**config.mk**
```make
export PLATFORM = sky130hd
export DESIGN_NAME = fnd_scan_controller
export DESIGN_NICKNAME = d
export VERILOG_FILES = /design/src/rtl/fnd_scan_controller.sv
export SDC_FILE = /design/constraint.sdc
export NUM_CORES = 1
export LEC_CHECK = 0
export ABC_AREA = 1
export ABC_CLOCK_PERIOD_IN_PS = 1950
export CORE_MARGIN = 2
export CORE_UTILIZATION = 56
export CTS_CLUSTER_DIAMETER = 60
export DETAILED_ROUTE_END_ITERATION = 12
export HOLD_SLACK_MARGIN = 0.1
export PLACE_DENSITY = 0.8
export SYNTH_ARGS = -nofsm -noshare
export SYNTH_HDL_FRONTEND = slang
export SYNTH_SLANG_ARGS = --single-unit
```
**constraint.sdc**
```tcl
create_clock -name i_clk -period 1.95 [get_ports i_clk]
set_input_delay 0.2925 -clock i_clk [delete_from_list [all_inputs] [get_ports i_clk]]
set_output_delay 0.2925 -clock i_clk [all_outputs]
set_load 0.005 [all_outputs]
```
**src/rtl/fnd_scan_controller.sv**
```systemverilog
// Four-digit FND scan controller: drives one BCD digit at a time into a shared
// decoder, with all-off dead time between digits and per-digit blank/blink.
module fnd_scan_controller #(
  parameter int unsigned SCAN_DIV    = 100_000,
  parameter int unsigned DEAD_CYCLES = 1_000,
  parameter int unsigned BLINK_DIV   = 125
) (
  input  logic        i_clk,
  input  logic        i_reset,
  input  logic        i_enable,
  input  logic [15:0] i_digits,
  input  logic [3:0]  i_blank_mask,
  input  logic [3:0]  i_blink_mask,
  output logic [3:0]  o_digit_sel,
  output logic [3:0]  o_value,
  output logic        o_blank
);

  // Guard against zero-width counters when a parameter is 1.
  localparam int unsigned PW = (SCAN_DIV > 1) ? $clog2(SCAN_DIV) : 1;
  localparam int unsigned DW = (DEAD_CYCLES > 1) ? $clog2(DEAD_CYCLES) : 1;
  localparam int unsigned BW = (BLINK_DIV > 1) ? $clog2(BLINK_DIV) : 1;

  localparam logic [PW-1:0] PrescLast = PW'(SCAN_DIV - 1);
  localparam logic [DW-1:0] DeadLast  = DW'(DEAD_CYCLES - 1);
  localparam logic [BW-1:0] ScanLast  = BW'(BLINK_DIV - 1);

  typedef enum logic [1:0] {StIdle, StDrive, StDead} state_e;

  state_e        state_q, state_d;
  logic [1:0]    idx_q, idx_d;
  logic [PW-1:0] presc_q, presc_d;
  logic [DW-1:0] dead_q, dead_d;
  logic [BW-1:0] scan_q, scan_d;
  logic          phase_q, phase_d;
  logic [3:0]    sel_q, sel_d;
  logic [3:0]    value_q, value_d;
  logic          blank_q, blank_d;

  logic          enter_drive;
  logic [1:0]    next_idx;

  // State, counters and registered outputs.
  always_ff @(posedge i_clk or posedge i_reset) begin
    if (i_reset) begin
      state_q <= StIdle;
      idx_q   <= '0;
      presc_q <= '0;
      dead_q  <= '0;
      scan_q  <= '0;
      phase_q <= 1'b0;
      sel_q   <= 4'b1111;
      value_q <= 4'h0;
      blank_q <= 1'b1;
    end else begin
      state_q <= state_d;
      idx_q   <= idx_d;
      presc_q <= presc_d;
      dead_q  <= dead_d;
      scan_q  <= scan_d;
      phase_q <= phase_d;
      sel_q   <= sel_d;
      value_q <= value_d;
      blank_q <= blank_d;
    end
  end

  // Next-state logic; outputs are computed for the state being entered.
  always_comb begin
    state_d     = state_q;
    idx_d       = idx_q;
    presc_d     = presc_q;
    dead_d      = dead_q;
    scan_d      = scan_q;
    phase_d     = phase_q;
    sel_d       = sel_q;
    value_d     = value_q;
    blank_d     = blank_q;
    enter_drive = 1'b0;
    next_idx    = 2'd0;

    if (state_q != StIdle && !i_enable) begin
      // Disable: go dark, clear position, keep the blink phase.
      state_d = StIdle;
      idx_d   = '0;
      presc_d = '0;
      dead_d  = '0;
      scan_d  = '0;
      sel_d   = 4'b1111;
      value_d = 4'h0;
      blank_d = 1'b1;
    end else begin
      unique case (state_q)
        StIdle: begin
          if (i_enable) begin
            enter_drive = 1'b1;
            next_idx    = 2'd0;
          end
        end
        StDrive: begin
          if (presc_q == PrescLast) begin
            state_d = StDead;
            presc_d = '0;
            dead_d  = '0;
            sel_d   = 4'b1111;
            blank_d = 1'b1;
          end else begin
            presc_d = presc_q + 1'b1;
          end
        end
        StDead: begin
          if (dead_q == DeadLast) begin
            enter_drive = 1'b1;
            next_idx    = idx_q + 2'd1;
            // A full scan completes when digit 3 hands back to digit 0.
            if (idx_q == 2'd3) begin
              if (scan_q == ScanLast) begin
                scan_d  = '0;
                phase_d = ~phase_q;
              end else begin
                scan_d = scan_q + 1'b1;
              end
            end
          end else begin
            dead_d = dead_q + 1'b1;
          end
        end
        default: begin
          state_d = StIdle;
        end
      endcase
    end

    // Entry into DRIVE latches the digit and its blank flag using the new phase.
    if (enter_drive) begin
      state_d = StDrive;
      idx_d   = next_idx;
      presc_d = '0;
      dead_d  = '0;
      sel_d   = ~(4'b0001 << next_idx);
      value_d = i_digits[{next_idx, 2'b00} +: 4];
      blank_d = i_blank_mask[next_idx] | (i_blink_mask[next_idx] & phase_d);
    end
  end

  assign o_digit_sel = sel_q;
  assign o_value     = value_q;
  assign o_blank     = blank_q;

endmodule

```
# == Yosys cells after proc, flatten, opt, wreduce, memory -nomap -nowiden ==
# Cells that the tools add are included.
# classes
addsub,4
n_bitwise,4
magnitude_cmp,1
reduce_logical,16
shifts,2
n_mux,46
eq_ne,9
# ops
operator,count
17-bit 2-to-1 mux,4
10-bit 2-to-1 mux,4
7-bit 2-to-1 mux,5
4-bit 2-to-1 mux,6
10-bit case mux with 2 select lines,1
17-bit by 1-bit adder with 17-bit output (second input constant),1
17-bit equality test (second input constant),1
2-bit 2-to-1 mux,8
16-bit by 5-bit variable part select with 4-bit output,1
1-bit 2-to-1 mux,14
10-bit by 1-bit adder with 10-bit output (second input constant),1
10-bit equality test (second input constant),1
2-bit nonzero test,5
4-bit inequality test (second input constant),2
7-bit by 1-bit adder with 7-bit output (second input constant),1
7-bit equality test (second input constant),1
3-bit AND reduction,2
3-bit nonzero test,2
1-bit binary-select mux with 2-bit select,2
2-bit equality test (second input constant),2
4-bit NOT,1
2-bit case mux with 2 select lines,1
2-bit AND reduction,2
4-bit nonzero test,1
13 further kinds,13
# totals
regBits,48
out_inout_bits,9
word_cells,91

# == Depth between registers and ports, before layout ==
# depth
depth_word,9
depth_mapped,12

# == Least setup slack after synthesis ==
# OpenSTA, ideal clock, no wires.
# synth_path
path_type,register to register
start,register dead_q[0]
end,register dead_q[0]
period_less_slack_ps,1721
path_slack_ps,229
stages_incl_launch_ff,13
t_arrival_ps,1603
n_path_buf,1
cell_sequence,dfrtp_1 -> ha_1 -> nand2_1 -> nor2_4 -> nand3_4 -> nand3_2 -> inv_2 -> nand3_4 -> nand2_4 -> inv_4 -> buf_6 -> nor2_1 -> nor2_2
# synth_between
elab_chain_cells,6
# synth_rtl
item,line_no,text
start: declaration,33,"logic [DW-1:0] dead_q, dead_d;"
start signal: assignment,49,dead_q <= '0;
start signal: assignment,59,dead_q <= dead_d;
"parallel branches: the longest is 6 deep, another holds 10-bit by 1-bit adder with 10-bit output",--,
# Several ways; the timed one is not identified. The select of a mux whose other input is x is not followed.
# A chain may end at the register's enable or synchronous reset.

# == Final worst setup path ==
# layout_path
start,register state_q[1]
end,register scan_q[5]
# layout_between
elab_chain_cells,4
# layout_rtl
item,line_no,text
start: declaration,30,"state_e state_q, state_d;"
start signal: assignment,46,state_q <= StIdle;
start signal: assignment,56,state_q <= state_d;
2-bit nonzero test,82,if (state_q != StIdle && !i_enable) begin
1-bit logical AND,82,
2-bit nonzero test (no line),--,
3-bit AND reduction (no line),--,
end signal: assignment,60,scan_q <= scan_d;
end: declaration,34,"logic [BW-1:0] scan_q, scan_d;"
# Several ways; a longest one is shown, not always the timed one.

==> impl_results.md <==
* Outcome: finished, final reports clean
* Yosys warning total at 0
* Clock root buffer: clkbuf_8
* CTS tree: yes
* DRT Pass-1 Iters at 4
* Reg2reg path depth at 9
* Max IR drop VDD at 714 uV
* Worst-margin pin slew at 0.379 ns
* Clock latency on the worst-skew pair at 0.30 ns
* Vias at 2719
* Req. time, crit path at 2.13 ns
* Slew Viols, Final at 0
* Clk pwr share at 0.208
* Max frequency at 544 MHz
* Number of port buffers at 35
* Core area at 5040 um^2
* Worst R2R Setup Slack at 0.11 ns
* Crit end category: flip-flop
* Static Leak at 0.00159 uW
* Worst path max stage delay at 0.43 ns
* Synth Register Bits at 48
* Starting Density at 0.574
* Switching share of power at 0.384
* Share of cells above drive strength 1 at 0.147
* GRT Residual Overflow at 0
* Drc violations at 0
* Internal at 2170 uW
* DR iter-0 viols at 201
* Max_slew headroom at 0.747
* Min cycle time layout at 1.84 ns
* Fin crit share at 0.944
* Startpoint Class: flip-flop
* FF-to-FF End: scan_q[5]
* Global-route wire length before repair at 10900 um
* Die Y-Extent at 75.9 um
* Net switching power at 1350 uW
* Hold Crit Class: in -> async
* Vias in the first global route at 2483
* Post-detail-place hpwl at 4840 um
* Worst reg2reg startpoint: state_q[1]
* Fin. Hold Viols at 0
* Final WL at 6520 um
* Crit path max fanout at 11
* Die Footprint at 5760 um^2
* Power Density at 971 nW/um^2
* Critical path's most frequent cell: inv_1
* Antenna diodes at 0
* Largest net degree at the start of global routing at 36
* Mapped cell area at 2890 um^2
* Syn_area_per_cell at 7.66 um^2
* I/O pins at 36
* Final core utilization at 0.721
* Worst Clk Skew at 0.00529 ns
* Sum of negative setup slack at 0 ns
* Sequential share of power at 0.384
* Syn nets at 413
* Endpoints failing setup at 0
* Vias/cell at 5.38
* Antenna violations before repair at 0
* Crit Path Class: reg -> reg
* Synth cell types at 36
* Register area share after synthesis at 0.417
* Worst Path Arrival at 2.02 ns
* CTS Buf Count at 5
* Area Growth Syn to Fin at 25.6%
* Die width at 75.9 um
* Clock Sinks at 48
* Drt wl/cell at 12.9 um
* Max cap viols at 0
* CP max-delay cell: dfrtp_1
* Logic gate share of total power at 0.408
* Overall Global Routing Usage at 0.247
* Final GP Congestion at 0.859
* Clock-pin slew on the worst setup and hold paths at 0.09 ns
* Nets at 469
* DRT antenna net count at 0
* Crit path cell chain: inv_1 -> ha_4 -> nor2_4 -> inv_1 -> a21oi_1 -> buf_4 -> nand2_1 -> o21ai_1 -> a22oi_1
* Cells after Synth at 378
* Rows at 26
* Longest Clk Path Bufs at 2
* CTS H-tree depth at 2
-- through the flow --
step | setup slack (ns) | power (uW) | instances | area (um^2) | hold slack [ns]
floorplan | 0.229 | 2210 | 378 | 2890 | 0.434
global placement | 0.00581 | 2700 | 496 | 3470 | 0.455
detailed placement | -0.111 | 2730 | 496 | 3470 | 0.459
CTS | 0.0143 | 3490 | 504 | 3590 | 0.280
global route | -0.0199 | 3780 | 505 | 3630 | 0.301
finish | 0.110 | 3530 | 505 | 3630 | 0.270
-- worst max-delay path by stage --
stage                           from    endpoint  slack (ns)
after floorplan            dead_q[0]   dead_q[0]        0.23
after global placement      i_enable  o_value[3]       0.006
after detailed placement    i_enable   scan_q[5]       -0.11
after CTS                 state_q[0]  o_value[2]        0.01
after global routing      state_q[1]  state_q[1]       -0.02
final                     state_q[1]   scan_q[5]        0.11
-- power by group through the flow --
stage	clock network (uW)	registers, uW	logic, uW
2_1_floorplan	0	1340	869
3_3_place_gp	0	1360	1340
3_5_place_dp	0	1370	1360
4_1_cts	748	1350	1390
5_1_grt	789	1380	1610
6_report	734	1350	1440
-- area by class of cell --
type | count | area [um^2]
multi-input combinational | 276 | 1500
fill | 411 | 1410
sequential | 48 | 1210
timing repair buffer | 58 | 548
inverter | 45 | 171
tap | 70 | 87.6
clock buffer | 5 | 68.8
clock inverter | 3 | 47.5
-- timing repair --
item,4_1_cts,5_1_grt
hold buffers,0,0
gates resized for setup,3,11
pin swaps,0,1
buffers inserted,0,1
setup endpoints to repair,5,34
-- cell usage after synthesis, drive strengths merged --
library cell  instances  area (um^2)
nor4                  1         6.26
nor2                 38          168
xnor2                 2         17.5
o211ai                1         7.51
nand3                38          225
o21ai                27          135
nand2                94          360
o22ai                10         62.6
nor4b                 1         8.76
buf                   7         43.8
nand4                17          121
dfrtp                43         1080
dfstp                 5          131
nand3b                1         7.51
a21o                  1         7.51
clkbuf                2         7.51
xor2                 11         96.3
nor3                 12         60.1
and3                  1         6.26
inv                  45          171
o21bai                1         7.51
ha                    8          100
a21oi                11         58.8
a22oi                 1         7.51
-- placed cells by master (no fill, tap or decap), types with 2 or more instances in the layout --
cell	instances
clkinv_4	2
clkbuf_8	5
nand3_1	34
nand4_1	16
o22ai_1	10
inv_1	39
ha_1	6
o21ai_0	23
xnor2_1	2
inv_2	5
nand3_4	2
nand3_2	2
dfrtp_1	43
nand2_1	92
clkdlybuf4s50_1	35
o21ai_1	4
nor2_4	3
xor2_1	11
nor3_1	11
nor2_1	27
buf_4	21
dfstp_2	5
buf_12	2
a21oi_1	10
nor2_2	8
-- metal layers --
metal / GRT usage / wire length [um] / vias up
met5: 0 / 0 / -
met4: 0.0585 / 81 / 0
met3: 0.0423 / 321 / 9
met2: 0.422 / 3240 / 83
met1: 0.326 / 2870 / 1266
li1: - / - / 1361
-- registers in the layout (all words and copies together), names as in the netlist --
name	cells
idx_q	2
state_q	2
phase_q	1
scan_q	7
presc_q	17
o_value	4
o_blank	1
o_digit_sel	4
dead_q	10
-- worst max-delay path, delay by kind of cell, from the launching register on --
family                   cells  cell delay [ns]
flip-flops                   1             0.43
AO/OA/AOI/OAI                3             0.43
buffers and inverters        3             0.40
AND/OR/NAND/NOR              2             0.26
adder cells (fa/ha/maj)      1             0.19
-- cells by family (layout without fill, tap and decap cells) --
logic type                 Yosys count  in the layout  share of synthesized area
AOI/OAI and AO/OA                   52             52                     0.0990
xor gates and xnor gates            13             13                     0.0393
buffers and inverters               54            111                     0.0770
DFF                                 48             48                      0.417
adders and majority gates            8              8                     0.0346
and+or+nand+nor                    203            203                      0.333
Power figures use the tool's default switching activity.
